--- src/rtl/gpio_arb_pkg.sv ---
// gpio_arb_pkg: shared state encoding and pin widths for the GPIO bank arbiter.
package gpio_arb_pkg;
    typedef enum logic [1:0] {IDLE = 2'd0, GRANT = 2'd1, MANUAL = 2'd2} state_e;
    localparam int GPIO1_WIDTH = 41;
    localparam int LED_WIDTH = 9;
endpackage

--- src/rtl/sw_debounce.sv ---
// sw_debounce: 2-flop synchronizer plus stability counter for a vector of raw switches.
module sw_debounce #(
    parameter int WIDTH = 9,
    parameter int DEBOUNCE_CYCLES = 500000
) (
    input  logic             clk,
    input  logic             rst,
    input  logic [WIDTH-1:0] sw_i,
    output logic [WIDTH-1:0] sw_o
);
    localparam int CW = $clog2(DEBOUNCE_CYCLES + 1);
    logic [WIDTH-1:0] s1_q, s2_q, cand_q, db_q;
    logic [CW-1:0]    cnt_q;
    always_ff @(posedge clk) begin
        if (rst) begin
            s1_q   <= '0;
            s2_q   <= '0;
            cand_q <= '0;
            db_q   <= '0;
            cnt_q  <= '0;
        end else begin
            s1_q <= sw_i;
            s2_q <= s1_q;
            if (s2_q != cand_q) begin
                cand_q <= s2_q;
                cnt_q  <= '0;
            end else if (cnt_q == CW'(DEBOUNCE_CYCLES - 1)) begin
                db_q <= cand_q;
            end else begin
                cnt_q <= cnt_q + CW'(1);
            end
        end
    end
    assign sw_o = db_q;
endmodule

--- src/rtl/gpio_bank_arbiter.sv ---
// gpio_bank_arbiter: round-robin sharing of the LED/GPIO1 bank between NREQ requesters,
// with hold timeout/lockout and a debounced manual switch override.
module gpio_bank_arbiter
    import gpio_arb_pkg::*;
#(
    parameter int NREQ = 4,
    parameter int WIDTH = 8,
    parameter int DEBOUNCE_CYCLES = 500000,
    parameter int MAX_HOLD = 1024
) (
    input  logic                   clk,
    input  logic                   rst,
    input  logic [8:0]             sw,
    input  logic [NREQ-1:0]        req,
    input  logic [NREQ*WIDTH-1:0]  req_data,
    output logic [NREQ-1:0]        grant,
    output logic [LED_WIDTH-1:0]   led,
    output logic [GPIO1_WIDTH-1:0] gpio1,
    output logic                   timeout_err
);
    localparam int PW = NREQ > 1 ? $clog2(NREQ) : 1;
    localparam int HW = $clog2(MAX_HOLD);
    localparam int LW = LED_WIDTH - 1;
    state_e           state_q, state_d;
    logic [PW-1:0]    ptr_q, ptr_d, w_q, w_d, win, idx;
    logic [HW-1:0]    hold_q, hold_d;
    logic [NREQ-1:0]  grant_q, grant_d, lock_q, lock_d, elig;
    logic [WIDTH-1:0] out_q, out_d;
    logic             err_q, err_d, found, timeout;
    logic [8:0]       dbs;

    sw_debounce #(.WIDTH(9), .DEBOUNCE_CYCLES(DEBOUNCE_CYCLES)) u_deb (
        .clk (clk),
        .rst (rst),
        .sw_i(sw),
        .sw_o(dbs)
    );

    always_comb begin
        elig  = req & ~lock_q;
        win   = '0;
        idx   = '0;
        found = 1'b0;
        // First eligible requester at or after the pointer, wrapping.
        for (int k = 0; k < NREQ; k++) begin
            idx = PW'((int'(ptr_q) + k) % NREQ);
            if (!found && elig[idx]) begin
                found = 1'b1;
                win   = idx;
            end
        end
        state_d = state_q;
        ptr_d   = ptr_q;
        w_d     = w_q;
        hold_d  = hold_q;
        grant_d = grant_q;
        out_d   = out_q;
        err_d   = err_q;
        lock_d  = lock_q & req;
        timeout = req[w_q] && hold_q == HW'(MAX_HOLD - 1);
        if (dbs[8]) begin
            state_d = MANUAL;
            grant_d = '0;
            hold_d  = '0;
            out_d   = WIDTH'(dbs[7:0]);
        end else if (state_q == IDLE) begin
            out_d = '0;
            if (found) begin
                state_d      = GRANT;
                grant_d      = '0;
                grant_d[win] = 1'b1;
                w_d          = win;
                hold_d       = '0;
            end
        end else if (state_q == GRANT) begin
            out_d  = req_data[int'(w_q)*WIDTH +: WIDTH];
            hold_d = hold_q + HW'(1);
            if (!req[w_q] || timeout) begin
                state_d = IDLE;
                grant_d = '0;
                ptr_d   = PW'((int'(w_q) + 1) % NREQ);
            end
            if (timeout) begin
                lock_d[w_q] = 1'b1;
                err_d       = 1'b1;
            end
        end else begin
            state_d = IDLE;
            grant_d = '0;
            out_d   = '0;
        end
    end

    always_ff @(posedge clk) begin
        if (rst) begin
            state_q <= IDLE;
            ptr_q   <= '0;
            w_q     <= '0;
            hold_q  <= '0;
            grant_q <= '0;
            lock_q  <= '0;
            out_q   <= '0;
            err_q   <= 1'b0;
        end else begin
            state_q <= state_d;
            ptr_q   <= ptr_d;
            w_q     <= w_d;
            hold_q  <= hold_d;
            grant_q <= grant_d;
            lock_q  <= lock_d;
            out_q   <= out_d;
            err_q   <= err_d;
        end
    end

    assign grant       = grant_q;
    assign led         = {state_q == MANUAL, LW'(out_q)};
    assign gpio1       = GPIO1_WIDTH'(out_q);
    assign timeout_err = err_q;
endmodule

--- config.mk ---
export PLATFORM = sky130hd
export DESIGN_NAME = gpio_bank_arbiter
export DESIGN_NICKNAME = d
export VERILOG_FILES = /design/src/rtl/gpio_arb_pkg.sv /design/src/rtl/sw_debounce.sv /design/src/rtl/gpio_bank_arbiter.sv
export SDC_FILE = /design/constraint.sdc
export NUM_CORES = 1
export LEC_CHECK = 0
export ABC_AREA = 1
export CAP_MARGIN = 20
export CELL_PAD_IN_SITES_DETAIL_PLACEMENT = 2
export CELL_PAD_IN_SITES_GLOBAL_PLACEMENT = 2
export CORE_MARGIN = 4
export CORE_UTILIZATION = 35
export DETAILED_ROUTE_END_ITERATION = 16
export DONT_BUFFER_PORTS = 1
export PLACE_DENSITY_LB_ADDON = 0.1
export SLEW_MARGIN = 20
export SYNTH_ARGS = -nofsm -noshare
export SYNTH_HDL_FRONTEND = slang
export SYNTH_SLANG_ARGS = --single-unit
export TNS_END_PERCENT = 100
--- constraint.sdc ---
create_clock -name clk -period 2.3 [get_ports clk]
set_input_delay 0.46 -clock clk [delete_from_list [all_inputs] [get_ports clk]]
set_output_delay 0.46 -clock clk [all_outputs]
set_load 0.005 [all_outputs]
# Yosys cells after proc, flatten, opt, wreduce, memory -nomap -nowiden
# Cells that the tools add are included.
# op_classes
n_addsub	6
order_cmp	8
n_eq_ne	9
n_shift	1
muxes	41
bitwise_logic	7
n_reduce_logical	22
# op_table
op	count
$mux W4	8
$shiftx A32 B6 Y8	1
$mux W10	3
$mux W8	3
$add A19 B1 Y19 const B	1
$eq A19 B19 Y1 const B	1
$lt A2 B3 Y1 const B	6
$mux W2	9
$mux W1	11
$add A10 B1 Y10 const B	1
$bmux W1 S2	5
$eq A10 B10 Y1 const B	1
$ne A9 B9 Y1	1
$and A4 B4 Y4	2
$reduce_and A2 Y1	4
$reduce_and A4 Y1	2
$logic_and A1 B1 Y1	6
$ne A3 B2 Y1 const B	2
$add A2 B1 Y2 const B	2
$add A2 B2 Y2 const B	2
$demux W1 S2	2
$ge A2 B1 Y1 const B	2
$logic_not A1 Y1	4
$ne A4 B2 Y1 const B	1
11 further kinds	14
# word_totals
register_bits	88
in_bits	47
output_inout_bits	55
word_cells	108

# Depth between registers and ports, before layout
# Gate-level depths: netlist (run 1).
# depth
word_depth	20
mapped_depth	12
ltp_nobuf	11

# Hierarchy
# Synthesis (run 1) repeated with hierarchy kept, for this count alone.
# unflattened
hier_cells	684
area_unflattened_um2	4790.8
# modules_own_cells
module	n_inst	cells_per_inst	area_each_um2
sw_debounce	1	355	2519.9
gpio_bank_arbiter	1	329	2270.9

# Worst setup path before layout (run 1)
# No wires, ideal clock.
# synth_path
path_type	register -> register
from	register u_deb.cnt_q[0]
to	register u_deb.cnt_q[18]
setup_ps	118
arrival_ps	1429
setup_slack_ps	753
path_stages_with_launch	10
n_path_buf	0
cell_sequence	dfxtp_1 -> ha_1 -> nand3_2 -> inv_1 -> nand3b_2 -> nor2_1 -> nand3_1 -> nor2_1 -> xor2_1 -> nor2_1
# synth_between
elab_chain_len	1
elab_cells_between_ends	2
cone_classes	add/sub: 1; eq/ne: 1
# synth_lines
element	line_no	source
start: declaration	sw_debounce.sv:13	logic [CW-1:0] cnt_q;
start signal: assignment	sw_debounce.sv:30	cnt_q <= cnt_q + CW'(1);
$add A19 B1 Y19 / $eq A19 B19 Y1 (equally long branches)	sw_debounce.sv:30, sw_debounce.sv:27	
# Several ways; a longest one is shown, not always the timed one.
# A chain may end at the register's enable or synchronous reset.

# Worst setup path in the final report (run 1)
# layout_path
from	register u_deb.cnt_q[0]
to	register u_deb.db_q[2], in the netlist u_deb.sw_o[2]
# layout_between
elab_chain_len	2
# layout_lines
element	line_no	source
$eq A19 B19 Y1	sw_debounce.sv:27	end else if (cnt_q == CW'(DEBOUNCE_CYCLES - 1)) begin
$reduce_and A2 Y1 (no source line)	-	
end signal: assignment	sw_debounce.sv:28	db_q <= cand_q;
end: declaration	sw_debounce.sv:12	logic [WIDTH-1:0] s1_q, s2_q, cand_q, db_q;
# No other way between the ends.

==> metrics.yaml, run 1 <==
status: "finished clean"
power.switching_mw: 1.53
gp_congestion: 0.795
ioPinCount: 102
p_per_area_mw_per_mm2: 905
drive_gt1_share_pct: 8.37
cts.clk_slew.worst_paths_ps: 70
postSynth.asyncResetShare_pct: 0
switching_share_pct: 35.8
setup_slack_ps: 309
fin_crit_sh_pct: 86.6
wl_met3_um: 478
p_comb_share_pct: 26.2
finalSetupTns_ps: 0
fmax_ghz: 0.502
final_antenna_net_count: 0
rsz0062_at_grt: "false"
final-max-slew-violation-count: 0
antenna_cells: 0
track_usage_pct: 17.7
wl_per_cell_um: 16.2
die_h_um: 121
start_kind: "flip-flop"
hold_class: "input port to flip-flop"
holdWs_ps: 173
cp_num_buf_inv: 1
slew_headroom_pct: 45.0
grt_max_degree: 46
htreeDepth: 3
synth_edf_count: 0
rows: 40
antenna_found_initial: 0
highest_layer: "met4"
met2_length_mm: 6.44
ys_seq_elements: 88
yosys.area.top_type_share_pct: 39.7
fin_crit_ps: 1990
ff2ff_setup_slack_ps: 310
viasPerCell: 4.88
postCtsSetupRepairBufs: 0
synth_warnings: 0
synth.area.top_cells: "dfxtp_1 40%, nand3_1 7.3%, buf_4 6.9%, nand2_1 6.9%, inv_1 6.7%"
vias: 3789
path_max_fanout: 12
coreArea_sq_mm: 0.0122
crit_path_end_kind: "flip-flop"
cts_buffers: 9
drt-met1-wl_mm: 5.56
chipWidth_um: 121
layout-area-overhead-vs-synth_pct: 6.35
route.detailed.drc: 0
drt-total-wl_mm: 12.6
clockPowerShare_pct: 33.1
criticalPathCategory: "flip-flop to flip-flop"
finalSetupViolCount: 0
path_cells: "ha_1 -> nand3_2 -> nor4_1 -> nand3_2 -> clkinv_1 -> nand3_1 -> a21oi_1"
maxCapViolCount: 0
p_leak_nw: 1.89
avgSynthCellArea_sq_um: 7.24
slowest_delay_ps: 420
skew_ps: 7.65
synthDistinctLibCells: 38
p_int_mw: 2.74
initial_core_util_pct: 36.3
cpMostUsedCell: "nand3_2"
drtIter0Drc: 142
clkSinkCount: 88
tightestPinTransition_ps: 822
totalPowerFinal_mw: 4.27
fin_nets: 658
yosysSeqAreaShare_pct: 39.7
yosys.area.top_type: "dfxtp_1"
drtPass1Iterations: 4
cts_buffer_depth: 2
tritoncts: "built"
synth_ff_type: "dfxtp_1"
cts_root_buf: "clkbuf_16"
crit_arrival_ps: 2260
io_buffers: 0
cp_top_family: "simple AND/OR/NAND/NOR gates"
pre_cts_ws_ps: 302
worstPathRequired_ps: 2570
syn_inst: 613
cp_slowest_cell: "dfxtp_1"
cts_hold_buf: 0
place.detailed.hpwl_mm: 9.56
hold_viol_final: 0
netlist_area_sq_mm: 0.00444
seq_power_share_pct: 40.7
first_global_vias: 4027
grt_pass1_wl_mm: 20.3
nFillCells: 1494
ir_drop_mv: 0.405
grt_overflow_total: 0
clock_latency_ps: 350
die_area_sq_mm: 0.0145
[logic make-up after synthesis]
family / Yosys count / share of synthesized area, %
AND/OR/NAND/NOR: 259 / 27.0
adder cells (fa/ha/maj): 6 / 1.69
XOR/XNOR: 13 / 2.57
buffers and inverters: 143 / 16.1
other: 1 / 0.0845
flip-flops: 88 / 39.7
AO/OA/AOI/OAI: 103 / 12.8
[final timing paths]
check / cells past startpoint / startpoint / endpoint
worst max-delay path: 7 / u_deb.cnt_q[0] / u_deb.sw_o[2]
worst min-delay path: 1 / rst / u_deb.s1_q[4]
worst max register to register: 7 / u_deb.cnt_q[0] / u_deb.sw_o[2]
worst min register to register: 2 / u_deb.s1_q[3] / u_deb.s2_q[3]
[placed cells by master, fill, tap and decap left out]
cell,count
or2_2,2
nand3_1,64
clkbuf_16,9
buf_4,8
xor2_1,5
conb_1,33
nor3_1,7
nor2_1,69
ha_1,6
xnor2_1,8
a32o_1,6
a22o_1,2
nand2_1,81
nor2_4,1
clkinv_4,1
a21oi_1,51
or2_0,2
nor2_2,4
o21ai_2,1
nor3_4,1
a31oi_1,1
dfxtp_1,88
clkinv_1,1
inv_1,79
nand4_1,10
nand2_2,6
clkinvlp_4,2
nor3_2,1
nand3b_2,1
nand3_2,5
clkbuf_8,1
o21ai_0,37
nand4_2,1
a31o_2,1
a21boi_1,1
inv_6,3
nor4_1,4
o22ai_1,3
inv_2,3
[state kept, by name, indices dropped and copies added, names as in the netlist]
signal / flops
state_q: 2
u_deb.s2_q: 9
u_deb.cnt_q: 19
u_deb.sw_o: 9
u_deb.s1_q: 9
u_deb.cand_q: 9
ptr_q: 2
out_q: 8
timeout_err: 1
grant: 4
lock_q: 4
w_q: 2
hold_q: 10
[synth_stat cells (4+ instances only)]
library cell and number:
dfxtp_1 88, nand2_1 81, inv_1 79, nor2_1 69, nand3_1 65, a21oi_1 51, buf_4 41, o21ai_0 37
clkbuf_1 13, nand4_1 10, xnor2_1 8, nor3_1 7, a32o_1 6, ha_1 6, nand2_2 6, xor2_1 5
nand3_2 4, nor2_2 4, nor4_1 4
[stage by stage]
stage,area (sq um),instances,util (%)
floorplan,4560,645,-
global placement,4430,762,36.3
detailed placement,4430,762,36.3
CTS,4710,777,38.6
global route,4720,777,38.6
finish,4720,777,38.6
[power by group through the flow]
| stage | Sequential (mW) | Combinational, mW | Clock, mW |
|---|---|---|---|
| after floorplan | 1.74 | 0.917 | 0 |
| after global placement | 1.77 | 1.09 | 0 |
| after detailed placement | 1.77 | 1.13 | 0 |
| after CTS | 1.74 | 1.14 | 1.46 |
| after global routing | 1.75 | 1.29 | 1.53 |
| final | 1.74 | 1.12 | 1.41 |
[what timing repair did]
item | in CTS | in global routing
gates resized for setup | 0 | 1
endpoints found under the hold margin | 0 | 0
endpoints found under the setup margin | 0 | 1
[area by class of cell]
type	count	area, sq um	share of cell area (%)
flip-flops and latches	88	1760	37.3
multi-input cells	414	2090	44.2
clock buffers	10	239	5.06
inverters	84	320	6.79
repair buffers	8	60.1	1.27
well taps	168	210	4.46
clock inverters	5	41.3	0.875
[layer usage]
layer / GRT usage (%) / up-vias
li1: - / 1896
met1: 20.9 / 1823
met3: 4.63 / 9
met5: 0 / -
met4: 4.53 / 0
met2: 31.6 / 61
Note: power is estimated with default switching activity, not from simulation.
==> inputs of run 2 (changes only) <==
--- a/config.mk
+++ b/config.mk
@@ -10,10 +10,11 @@
 export CELL_PAD_IN_SITES_DETAIL_PLACEMENT = 2
 export CELL_PAD_IN_SITES_GLOBAL_PLACEMENT = 2
 export CORE_MARGIN = 4
-export CORE_UTILIZATION = 35
+export CORE_UTILIZATION = 38
 export DETAILED_ROUTE_END_ITERATION = 16
 export DONT_BUFFER_PORTS = 1
 export PLACE_DENSITY_LB_ADDON = 0.1
+export RECOVER_POWER = 100
 export SLEW_MARGIN = 20
 export SYNTH_ARGS = -nofsm -noshare
 export SYNTH_HDL_FRONTEND = slang
==> run 2 against run 1 <==
  * Sequential share of layout area grew 0.48 points
  * Global-route usage grew 1.5 points
  * Worst hold slack got worse by 5.0 ps
  * Final area down 1.3%
  * Clock skew down 1.4 ps
  * Cell count decreased by 3.6%
  * Largest power group unchanged
  * Highest routed layer unchanged
==> metrics.yaml, run 2 (synthesized netlist as in run 1, its figures left out) <==
final_cell_mix: "88 x dfxtp_1, 81 x nand2_1, 79 x inv_1"  # unchanged
switching_share_pct: 35.3  # was 35.8%
slowest_delay_ps: 570  # was 420 ps
gp_congestion: 0.802  # was 0.795
maxCapViolCount: 0  # unchanged
postCtsSetupRepairBufs: 0  # unchanged
place.detailed.hpwl_mm: 9.14  # was 9.56 mm
ir_drop_mv: 0.531  # was 0.405 mV
cp_top_family: "simple AND/OR/NAND/NOR gates"  # unchanged
grt_overflow_total: 0  # unchanged
worst_r2r_path_depth: 8  # was 7
worstPathRequired_ps: 2580  # was 2570 ps
antenna_cells: 0  # unchanged
drt-total-wl_mm: 12.3  # was 12.6 mm
reg_top3: "u_deb.cnt_q x19, hold_q x10"  # unchanged
finalSetupViolCount: 0  # unchanged
cts_hold_buf: 0  # unchanged
fin_nets: 654  # was 658
cts_buffers: 9  # unchanged
totalPowerFinal_mw: 4.35  # was 4.27 mW
worstHoldStart: "rst"  # unchanged
p_leak_nw: 1.88  # was 1.89 nW
wl_per_cell_um: 16.4  # was 16.2 um
tritoncts: "built"  # unchanged
rows: 39  # was 40
drive_gt1_share_pct: 6.93  # was 8.37%
final_common_cell: "dfxtp_1"  # unchanged
grt_pass1_wl_mm: 20.4  # was 20.3 mm
drtIter0Drc: 180  # was 142
fmax_ghz: 0.493  # was 0.502 GHz
seq_power_share_pct: 40.6  # was 40.7%
die_h_um: 116  # was 121 um
antenna_found_initial: 0  # unchanged
io_buffers: 0  # unchanged
track_usage_pct: 19.2  # was 17.7%
fin_crit_sh_pct: 88.1  # was 86.6%
first_global_vias: 4068  # was 4027
regMostFlops: "u_deb.cnt_q"  # unchanged
start_kind: "flip-flop"  # unchanged
whs_path_depth: 1  # unchanged
grt_max_degree: 46  # unchanged
hold_viol_final: 0  # unchanged
crit_arrival_ps: 2300  # was 2260 ps
clockPowerShare_pct: 35.5  # was 33.1%
r2r-end: "grant[2]"  # was u_deb.sw_o[2]
status: "finished clean"  # unchanged
cpMostUsedCell: "nand2_1"  # was nand3_2
p_per_area_mw_per_mm2: 933  # was 905 mW/mm^2
route.detailed.drc: 0  # unchanged
coreArea_sq_mm: 0.0114  # was 0.0122 sq mm
largest_reg_flops: 19  # unchanged
cts_root_buf: "clkbuf_16"  # unchanged
holdWs_ps: 168  # was 173 ps
die_area_sq_mm: 0.0135  # was 0.0145 sq mm
layout-area-overhead-vs-synth_pct: 4.99  # was 6.35%
finalSetupTns_ps: 0  # unchanged
rsz0062_at_grt: "false"  # unchanged
worstReg2RegStart: "ptr_q[0]"  # was u_deb.cnt_q[0]
p_int_mw: 2.81  # was 2.74 mW
viasPerCell: 5.10  # was 4.88
path_max_fanout: 10  # was 12
cp_slowest_cell: "dfxtp_1"  # unchanged
whs_endpoint: "u_deb.s1_q[6]"  # was u_deb.s1_q[4]
ioPinCount: 102  # unchanged
initial_core_util_pct: 38.9  # was 36.3%
ff2ff_setup_slack_ps: 270  # was 310 ps
clkSinkCount: 88  # unchanged
tightestPinTransition_ps: 689  # was 822 ps
drtPass1Iterations: 4  # unchanged
htreeDepth: 3  # unchanged
skew_ps: 6.26  # was 7.65 ps
hold_class: "input port to flip-flop"  # unchanged
final_antenna_net_count: 0  # unchanged
p_comb_share_pct: 24.0  # was 26.2%
vias: 3819  # was 3789
final-seq-area_sq_mm: 0.00176  # unchanged
criticalPathCategory: "flip-flop to flip-flop"  # unchanged
final-max-slew-violation-count: 0  # unchanged
path_cells: "inv_6 -> nand3_1 -> nand2_1 -> nor2_1 -> nand4_1 -> o21ai_0 -> nand2_1 -> a21oi_1"  # was ha_1 -> nand3_2 -> nor4_1 -> nand3_2 -> clkinv_1 -> nand3_1 -> a21oi_1
crit_path_end_kind: "flip-flop"  # unchanged
slew_headroom_pct: 53.9  # was 45.0%
multiInputGateArea_sq_mm: 0.00207  # was 0.00209 sq mm
cts_buffer_depth: 2  # unchanged
cp_num_buf_inv: 1  # unchanged
clock_latency_ps: 350  # about the same
nFillCells: 1336  # was 1494
chipWidth_um: 116  # was 121 um
cts.clk_slew.worst_paths_ps: 70  # about the same
cp.depth: 8  # was 7
fin_crit_ps: 2030  # was 1990 ps
power.switching_mw: 1.54  # was 1.53 mW
## run 2: cell types whose count changed in the layout (fill, tap and decap cells not counted), moves of 2 or more
cell,previous run,this run
buf_4,8,3
clkbuf_1,0,2
clkinvlp_4,2,0
nor2_1,69,71
## run 2: worst max-delay path by stage
stage | startpoint | to | slack, ps
floorplan | u_deb.cnt_q[0] | u_deb.cnt_q[18] | 750
global placement | u_deb.cnt_q[0] | u_deb.sw_o[7] | 430
detailed placement | u_deb.cnt_q[0] | u_deb.sw_o[0] | 200
CTS | u_deb.cnt_q[0] | u_deb.sw_o[6] | 140
global route | u_deb.cnt_q[0] | u_deb.sw_o[6] | 0.8
finish | ptr_q[0] | grant[2] | 270
## run 2: area by class of cell
class,count,area share [%]
Clock inverter,6,1.64
Clock buffer,10,4.92
Multi-Input combinational cell,414,44.3
Tap cell,143,3.84
Sequential cell,88,37.8
Timing Repair Buffer,4,0.564
Inverter,84,6.88
## run 2: repair_timing
action	CTS	global route
endpoints found under the setup margin	0	8
endpoints found under the hold margin	0	0
resized for setup	0	1
## run 2: power by group through the flow
stage	Combinational, mW	Clock (mW)	Sequential, mW
floorplan	0.917	0	1.74
global placement	1.02	0	1.80
detailed placement	1.08	0	1.80
CTS	1.08	1.59	1.77
global route	1.20	1.67	1.79
finish	1.04	1.54	1.76
## run 2: metrics by stage
| step | cell area (sq um) | setup WS (ps) | utilization (%) | std cells |
|---|---|---|---|---|
| global placement | 4370 | 428 | 38.3 | 733 |
| finish | 4660 | 273 | 40.8 | 749 |
| CTS | 4680 | 141 | 41.0 | 749 |
| detailed placement | 4370 | 204 | 38.3 | 733 |
| global route | 4660 | 0.779 | 40.8 | 749 |
| floorplan | 4560 | 753 | - | 645 |
## run 2: metal layers
layer / track usage (%) / vias up / routed length [um]
met3: 4.65 / 12 / 455
met5: 0 / - / 0
li1: - / 1896 / -
met4: 6.03 / 0 / 163
met1: 22.3 / 1855 / 5170
met2: 34.5 / 56 / 6530
==> inputs of run 3 (changes only) <==
--- a/config.mk
+++ b/config.mk
@@ -11,8 +11,10 @@
 export CELL_PAD_IN_SITES_GLOBAL_PLACEMENT = 2
 export CORE_MARGIN = 4
 export CORE_UTILIZATION = 38
+export CTS_CLUSTER_SIZE = 30
 export DETAILED_ROUTE_END_ITERATION = 16
 export DONT_BUFFER_PORTS = 1
+export GPL_TIMING_DRIVEN = 0
 export PLACE_DENSITY_LB_ADDON = 0.1
 export RECOVER_POWER = 100
 export SLEW_MARGIN = 20
==> run 3 against run 2 <==
  * Combinational power is 17% higher
  * Clock skew shrank 2.2 ps
  * Via count grew 6.1%
  * Clock power about the same
  * Final area is 7.6% higher
  * Non-clock buffer count grew 55
  * Global-route usage increased by 0.84 points
  * Wire length up 7.0%
  * Power is 3.3% higher
  * Critical path type unchanged
  * Largest cell class unchanged
  * Highest routed layer unchanged
==> metrics.yaml, run 3 (synthesized netlist as in run 1, its figures left out) <==
ir_drop_mv: 0.550  # was 0.531 mV
finalSetupViolCount: 0  # unchanged
clkSinkCount: 88  # unchanged
holdWs_ps: 208  # was 168 ps
gp_congestion: 0.827  # was 0.802
cp_slowest_cell: "dfxtp_1"  # unchanged
postCtsSetupRepairBufs: 0  # unchanged
worstReg2RegStart: "u_deb.cnt_q[0]"  # was ptr_q[0]
final_common_cell: "dfxtp_1"  # unchanged
final_antenna_net_count: 0  # unchanged
cts_hold_buf: 0  # unchanged
reg_top3: "u_deb.cnt_q x19, hold_q x10"  # unchanged
slowest_delay_ps: 410  # was 570 ps
grt_overflow_total: 0  # unchanged
cts_buffers: 9  # unchanged
rows: 39  # unchanged
criticalPathCategory: "flip-flop to flip-flop"  # unchanged
track_usage_pct: 20.0  # was 19.2%
drt-total-wl_mm: 13.2  # was 12.3 mm
worstHoldStart: "sw[8]"  # was rst
grt_max_degree: 17  # was 46
whs_path_depth: 2  # was 1
start_kind: "flip-flop"  # unchanged
drtPass1Iterations: 4  # unchanged
die_area_sq_mm: 0.0135  # unchanged
crit_arrival_ps: 2270  # was 2300 ps
coreArea_sq_mm: 0.0114  # unchanged
vias: 4051  # was 3819
first_global_vias: 4390  # was 4068
worstPathRequired_ps: 2530  # was 2580 ps
fin_nets: 709  # was 654
p_leak_nw: 2.12  # was 1.88 nW
path_cells: "ha_1 -> nand3_1 -> inv_1 -> nand3b_2 -> nor3_1 -> nand3_1 -> o21ai_0 -> a21oi_1"  # was inv_6 -> nand3_1 -> nand2_1 -> nor2_1 -> nand4_1 -> o21ai_0 -> nand2_1 -> a21oi_1
fmax_ghz: 0.490  # was 0.493 GHz
viasPerCell: 5.04  # was 5.10
ff2ff_setup_slack_ps: 260  # was 270 ps
route.detailed.drc: 0  # unchanged
antenna_cells: 0  # unchanged
layout-area-overhead-vs-synth_pct: 13.0  # was 4.99%
chipWidth_um: 116  # unchanged
hold_class: "input port to flip-flop"  # unchanged
status: "finished clean"  # unchanged
finalSetupTns_ps: 0  # unchanged
cts_resized: 0  # unchanged
cts.clk_slew.worst_paths_ps: 70  # about the same
slew_headroom_pct: 58.7  # was 53.9%
initial_core_util_pct: 38.9  # unchanged
whs_endpoint: "u_deb.s1_q[8]"  # was u_deb.s1_q[6]
r2r-end: "u_deb.cnt_q[14]"  # was grant[2]
skew_ps: 4.04  # was 6.26 ps
final-max-slew-violation-count: 0  # unchanged
ioPinCount: 102  # unchanged
place.detailed.hpwl_mm: 10.3  # was 9.14 mm
drtIter0Drc: 155  # was 180
cts_buffer_depth: 2  # unchanged
path_max_fanout: 5  # was 10
p_per_area_mw_per_mm2: 896  # was 933 mW/mm^2
antenna_found_initial: 0  # unchanged
fin_crit_sh_pct: 88.7  # was 88.1%
wl_per_cell_um: 16.4  # about the same
io_buffers: 0  # unchanged
htreeDepth: 3  # unchanged
largest_reg_flops: 19  # unchanged
crit_path_end_kind: "flip-flop"  # unchanged
tritoncts: "built"  # unchanged
cts_root_buf: "clkbuf_16"  # unchanged
fin_crit_ps: 2040  # was 2030 ps
regMostFlops: "u_deb.cnt_q"  # unchanged
clock_latency_ps: 350  # about the same
die_h_um: 116  # unchanged
grt_pass1_wl_mm: 21.2  # was 20.4 mm
drive_gt1_share_pct: 12.1  # was 6.93%
worst_r2r_path_depth: 8  # unchanged
final_cell_mix: "88 x dfxtp_1, 84 x nand2_1, 80 x inv_1"  # was 88 x dfxtp_1, 81 x nand2_1, 79 x inv_1
hold_viol_final: 0  # unchanged
tightestPinTransition_ps: 619  # was 689 ps
cpMostUsedCell: "nand3_1"  # was nand2_1
rsz0062_at_grt: "false"  # unchanged
maxCapViolCount: 0  # unchanged
[run 3: cell types whose count changed in the layout (fill, tap and decap cells not counted), moves of 2 or more]
cell / previous run / this run
nand2_2: 6 / 3
clkbuf_1: 2 / 15
nand3_1: 64 / 66
nor2_1: 71 / 69
nand3_2: 5 / 3
clkbuf_4: 0 / 7
inv_6: 3 / 5
buf_6: 0 / 2
nand2_1: 81 / 84
buf_2: 0 / 2
buf_4: 3 / 33
[run 3: worst max path at each step]
stage                      endpoint           start  slack (ps)  cells past startpoint
CTS                 u_deb.cnt_q[14]  u_deb.cnt_q[0]         290                      8
detailed placement        lock_q[2]       hold_q[0]         360                      9
global placement           out_q[6]             rst         370                      5
finish              u_deb.cnt_q[14]  u_deb.cnt_q[0]         260                      8
global route        u_deb.cnt_q[14]  u_deb.cnt_q[0]          70                      8
floorplan           u_deb.cnt_q[18]  u_deb.cnt_q[0]         750                      9
[run 3: layout make-up]
class	instances	area, sq um
fillers	1388	6410
multi-input cells	414	2060
flip-flops and latches	88	1760
plain buffers	59	390
inverters	84	320
clock buffers	10	229
well taps	143	179
clock inverters	6	73.8
[run 3: where the power goes]
| group | total [mW] | internal [mW] | leakage [nW] | switching [mW] |
|---|---|---|---|---|
| registers | 1.74 | 1.63 | 0.716 | 0.106 |
| logic | 1.22 | 0.394 | 1.25 | 0.830 |
| clock network | 1.53 | 0.861 | 0.148 | 0.666 |
[run 3: critical path: cells and delay by family (launching register included)]
family	cells	cell delay [ps]
buffers and inverters	1	210
and+or+nand+nor	4	750
AOI/OAI and AO/OA	2	310
DFF	1	410
adders and majority gates	1	240
[run 3: per-stage QoR]
stage               utilization, %  total power [mW]  setup slack [ps]  cell area [sq um]  std cells
global route                  43.9              4.77              73.1               5010        804
floorplan                        -              2.65               753               4560        645
global placement              41.5              2.95               366               4740        788
finish                        43.9              4.49               260               5010        804
detailed placement            41.5              3.02               358               4740        788
CTS                           44.1              4.56               286               5040        804
[run 3: metal layers]
metal | GRT usage (%) | vias to the layer above | part of all wire, %
met1 | 22.2 | 1972 | 41
met3 | 3.13 | 13 | 2.6
met4 | 7.58 | 0 | 1.6
li1 | - | 2006 | -
met2 | 38.0 | 60 | 55
met5 | 0 | - | 0
